<file path="src/rtl/hc_sync_fifo.sv">
// Single-clock FIFO using all DEPTH entries, with programmable almost-full/empty
// thresholds, occupancy/free outputs, show-ahead or registered read, flush and sticky errors.
module hc_sync_fifo #(
  parameter int WIDTH     = 512,
  parameter int DEPTH     = 8,
  parameter int AF_THRESH = DEPTH - 2,
  parameter int AE_THRESH = 1,
  parameter int SHOWAHEAD = 1
) (
  input  logic                       clk,
  input  logic                       reset,
  input  logic [WIDTH-1:0]           enq_data,
  input  logic                       enq_en,
  output logic                       full,
  output logic                       almost_full,
  input  logic                       deq_en,
  output logic [WIDTH-1:0]           deq_data,
  output logic                       deq_valid,
  output logic                       empty,
  output logic                       almost_empty,
  input  logic                       flush,
  output logic [$clog2(DEPTH):0]     count,
  output logic [$clog2(DEPTH):0]     free,
  input  logic                       err_clr,
  output logic                       overflow,
  output logic                       underflow
);

  localparam int AW = $clog2(DEPTH);
  localparam int CW = AW + 1;

  logic [WIDTH-1:0] mem_q [DEPTH];
  logic [AW-1:0]    wr_ptr_q, wr_ptr_d;
  logic [AW-1:0]    rd_ptr_q, rd_ptr_d;
  logic [CW-1:0]    count_q, count_d;
  logic             overflow_q, overflow_d;
  logic             underflow_q, underflow_d;
  logic             enq_acc, deq_acc;

  // Status is decoded from the registered count only, so it lags each edge by design.
  always_comb begin
    full         = (count_q == CW'(DEPTH));
    empty        = (count_q == '0);
    almost_full  = (count_q >= CW'(AF_THRESH));
    almost_empty = (count_q <= CW'(AE_THRESH));
    count        = count_q;
    free         = CW'(DEPTH) - count_q;
    overflow     = overflow_q;
    underflow    = underflow_q;
  end

  assign enq_acc = enq_en & ~full  & ~flush;
  assign deq_acc = deq_en & ~empty & ~flush;

  always_comb begin
    wr_ptr_d = wr_ptr_q;
    rd_ptr_d = rd_ptr_q;
    count_d  = count_q;
    if (flush) begin
      wr_ptr_d = '0;
      rd_ptr_d = '0;
      count_d  = '0;
    end else begin
      if (enq_acc) wr_ptr_d = wr_ptr_q + AW'(1);
      if (deq_acc) rd_ptr_d = rd_ptr_q + AW'(1);
      case ({enq_acc, deq_acc})
        2'b10:   count_d = count_q + CW'(1);
        2'b01:   count_d = count_q - CW'(1);
        default: count_d = count_q;
      endcase
    end
  end

  // A set condition in the same cycle as err_clr takes precedence.
  always_comb begin
    overflow_d  = overflow_q;
    underflow_d = underflow_q;
    if (err_clr) begin
      overflow_d  = 1'b0;
      underflow_d = 1'b0;
    end
    if (enq_en & full  & ~flush) overflow_d  = 1'b1;
    if (deq_en & empty & ~flush) underflow_d = 1'b1;
  end

  always_ff @(posedge clk or posedge reset) begin
    if (reset) begin
      wr_ptr_q    <= '0;
      rd_ptr_q    <= '0;
      count_q     <= '0;
      overflow_q  <= 1'b0;
      underflow_q <= 1'b0;
    end else begin
      wr_ptr_q    <= wr_ptr_d;
      rd_ptr_q    <= rd_ptr_d;
      count_q     <= count_d;
      overflow_q  <= overflow_d;
      underflow_q <= underflow_d;
    end
  end

  always_ff @(posedge clk) begin
    if (enq_acc) mem_q[wr_ptr_q] <= enq_data;
  end

  generate
    if (SHOWAHEAD != 0) begin : g_showahead
      assign deq_data  = mem_q[rd_ptr_q];
      assign deq_valid = ~empty;
    end else begin : g_registered
      logic [WIDTH-1:0] rdata_q, rdata_d;
      logic             rvalid_q, rvalid_d;

      always_comb begin
        rdata_d  = rdata_q;
        rvalid_d = 1'b0;
        if (deq_acc) begin
          rdata_d  = mem_q[rd_ptr_q];
          rvalid_d = 1'b1;
        end
      end

      always_ff @(posedge clk or posedge reset) begin
        if (reset) begin
          rdata_q  <= '0;
          rvalid_q <= 1'b0;
        end else begin
          rdata_q  <= rdata_d;
          rvalid_q <= rvalid_d;
        end
      end

      assign deq_data  = rdata_q;
      assign deq_valid = rvalid_q;
    end
  endgenerate

endmodule

</file>
<file path="config.mk">
export PLATFORM = sky130hd
export DESIGN_NAME = hc_sync_fifo
export DESIGN_NICKNAME = d
export VERILOG_FILES = /design/src/rtl/hc_sync_fifo.sv
export SDC_FILE = /design/constraint.sdc
export NUM_CORES = 2
export LEC_CHECK = 0
export BUFFER_PORTS_ARGS = -buffer_cell sky130_fd_sc_hd__buf_2
export CORE_MARGIN = 2
export CORE_UTILIZATION = 40
export CTS_CLUSTER_SIZE = 24
export DETAILED_ROUTE_END_ITERATION = 7
export GPL_TIMING_DRIVEN = 0
export PLACE_DENSITY = 0.54
export SYNTH_ARGS = -nofsm -noshare
export SYNTH_HDL_FRONTEND = slang
export SYNTH_SLANG_ARGS = --single-unit
</file>
<file path="constraint.sdc">
create_clock -name clk -period 42.2 [get_ports clk]
set_input_delay 2.11 -clock clk [delete_from_list [all_inputs] [get_ports clk]]
set_output_delay 2.11 -clock clk [all_outputs]
set_load 0.02 [all_outputs]
</file>
==> impl_metrics.toml <==
[detailed_routing]
route.detailed.wl_per_inst_um = 29.7
drt_wl_total_mm = 393
drt-pass1-iter-count = 5
antenna_violating_nets_post_route = 0
post-route-drc-count = 0
drt-initial-drc-count = 5977
route.vias.total = 70500
vias_per_cell = 5.32

[clocking]
postCtsResizedCells = 0
postCtsSetupBuffers = 0
number_of_clock_buffers_inserted_by_tritoncts = 429
h-tree-depth = 5
cts.root.buffer_cell = "sky130_fd_sc_hd__clkbuf_16"
tritoncts = "built"
clk_latency_ns = 1.00
cts_hold_buffers = 0
clock_sink_count = 4108
clkSlewWorstSetupHoldPaths_ns = 0.06
cts_buffer_depth = 4

[synth]
synth.lib_cells_used.distinct = 37
yosys-top-cells-count = "sky130_fd_sc_hd__edfxtp_1 (4096), sky130_fd_sc_hd__mux4_2 (1024), sky130_fd_sc_hd__mux2_2 (512), sky130_fd_sc_hd__clkbuf_1 (128), sky130_fd_sc_hd__buf_2 (112)"
synth_warnings = 0
count_of_flip_flops_with_a_built_in_enable_after_synthesis = 4096
netlist.area_leader.share_pct = 79.8
synthTopCellsByArea = "sky130_fd_sc_hd__edfxtp_1 (80%), sky130_fd_sc_hd__mux4_2 (15%), sky130_fd_sc_hd__mux2_2 (3.7%), sky130_fd_sc_hd__buf_2 (0.36%), sky130_fd_sc_hd__clkbuf_1 (0.31%)"
synthCells = 6013
asyncSetResetFlopFracSynth_pct = 0.292
main_flop_type_after_synthesis = "sky130_fd_sc_hd__edfxtp_1"
synth_area_um2 = 154000
syn_avg_cell_area_um2 = 25.6
synth.net_count = 6537
yosysTopAreaCell = "sky130_fd_sc_hd__edfxtp_1"
ys_seq_area_share_pct = 80.0
synthMostInstantiatedCell = "sky130_fd_sc_hd__edfxtp_1"
synth-seq-cells = 4108

[sta]
headroom_to_the_max_slew_limit_pct = 14.9
final.period_utilization_pct = 16.1
slew_viol_final = 0
final.hold.worst_slack_ns = 0.550
highest_clock_rate_mhz = 147
final-hold-violation-count = 0
finClkSkew_ns = 0.0938
worstMarginPinSlew_ns = 1.28
timing.final.ws_setup_ns = 35.39
post_route_minimum_period_ns = 6.81
setup_repair_after_global_routing_missed_its_margin = "no"
report.final.setup_viol = 0
finalSetupTns_ns = 0

[placement]
placed_cells = 12400
finalWeightedCongestion = 0.748
port_buffers = 1044
pre_cts_worst_setup_slack_ns = 35.81
placedInstanceArea_um2 = 171000
hpwl_mm = 270

[setup_path]
worstPathRequired_ns = 40.09
cp.arrival_ns = 4.70
worst_setup_path_startpoint = "rd_ptr_q[1]"
critical_path_most_common_cell = "sky130_fd_sc_hd__buf_2"
reg2reg_to = "mem_q[1][272]"
regToRegSetupSlack_ns = 36.92
setup.worst_path.end = "deq_data[233]"
r2r_cells = 20
worstPathMaxFanout = 10
crit_path_top_delay_cell = "sky130_fd_sc_hd__clkbuf_1"
cp-end-kind = "output port"
crit_type = "reg -> out"
worst_path_largest_cell_delay_ns = 0.69
path_cells = "buf_2, buf_2, buf_2, clkbuf_1, mux4_2, mux2_2, buf_2"
crit-reg2reg-launch = "count[0]"
crit_path_start_kind = "register"

[layout]
utilization_pct = 48.1
finish.cell_count_without_fillers = 13200
finalInstanceArea_um2 = 184000
post_route_cells_drive_above_1_share_pct = 44.5
num-nets-final = 8313
area.growth.synth_to_final_pct = 19.6
num-fill-cells = 31200

[floorplanning]
initial_utilization_pct = 40.2
fp.dieArea_um2 = 390000
core.rowCount = 227
die_w_um = 625
floorplan.core_area_um2 = 383000
die_height_um = 625
floorplan.io_pins = 1045

[power_and_ir_drop]
p_total_mw = 10.6
vdd_ir_drop_max_mv = 0.0596
power.density_nw_per_um2 = 57.5
power_leakage_nw = 58.5

[global_routing]
global_route_wire_length_before_repair_mm = 555
grt_start_max_net_pins = 25
grt_antenna_before_repair = 226
global_route.usage.total_pct = 19.9
globalRouteOverflowTotal = 0
grt_pass1_vias = 74100

[run_status]
outcome = "completed"

[hold_path]
hold_path_class = "reg -> reg"

[run]
maxCapViolCount = 0
per-layer routing:
metal / GRT usage, % / wire [µm] / up-vias
li1: - / - / 29700
met1: 25.0 / 154000 / 37800
met2: 33.4 / 196000 / 2041
met3: 6.37 / 32200 / 738
met4: 4.93 / 9880 / 124
met5: 0 / 788 / -
worst min path at each step:
stage | from | end | slack [ns] | cells past startpoint
after detailed placement | underflow | underflow | 0.52 | 2
after global routing | underflow | underflow | 0.57 | 2
final | underflow | underflow | 0.55 | 2
after floorplan | wr_ptr_q[0] | wr_ptr_q[0] | 0.54 | 2
after global placement | underflow | underflow | 0.53 | 2
after CTS | underflow | underflow | 0.55 | 2
cell usage in the layout (no fill, tap or decap), drive strengths merged, types with 5 or more instances in the layout:
master,count
a21oi,6
buf,1506
bufinv,29
clkbuf,649
clkinv,206
clkinvlp,10
dfrtp,12
diode,68
edfxtp,4096
ha,6
inv,20
mux2,513
mux4,1024
nand2,7
nor2,12
nor3,5
sequential cells by signal (all words and copies together) (netlist names):
| name | count |
|---|---|
| rd_ptr_q | 3 |
| count | 4 |
| underflow | 1 |
| mem_q | 4096 |
| overflow | 1 |
| wr_ptr_q | 3 |
where the power goes:
group	switching [mW]	total (mW)	leakage (nW)	internal, mW
combinational	1.32	2.32	14.7	1.01
sequential	0.0259	4.65	37.2	4.63
clock	1.57	3.63	6.57	2.06
total	2.91	10.6	58.5	7.69
cell families (layout without fill, tap and decap cells):
group,after synthesis,in the layout,share of synthesized area [%]
flip-flops,4108,4108,80.0
multiplexers,1538,1538,18.7
buffers and inverters,299,2420,0.966
AND/OR/NAND/NOR,38,38,0.119
AO/OA/AOI/OAI,18,18,0.0796
adder cells (fa/ha/maj),6,6,0.0487
XOR/XNOR,6,6,0.0341
other,0,68,0
worst max-delay path, delay by kind of cell (launching register included):
kind	cells	cell delay, ns
flip-flops	1	0.35
multiplexers	2	0.71
buffers and inverters	5	2.58
final cells by class:
| class | instances | area (µm²) | share of cell area, % |
|---|---|---|---|
| Sequential cell | 4108 | 123000 | 66.9 |
| Multi-Input combinational cell | 1606 | 29300 | 15.9 |
| Clock buffer | 521 | 11100 | 6.02 |
| Timing Repair Buffer | 1345 | 10200 | 5.51 |
| Tap cell | 5038 | 6300 | 3.42 |
| Clock inverter | 255 | 2450 | 1.33 |
| Buffer | 289 | 1460 | 0.793 |
| Antenna cell | 68 | 170 | 0.0923 |
| Inverter | 10 | 37.5 | 0.0204 |
(Power assumes the default switching activity.)
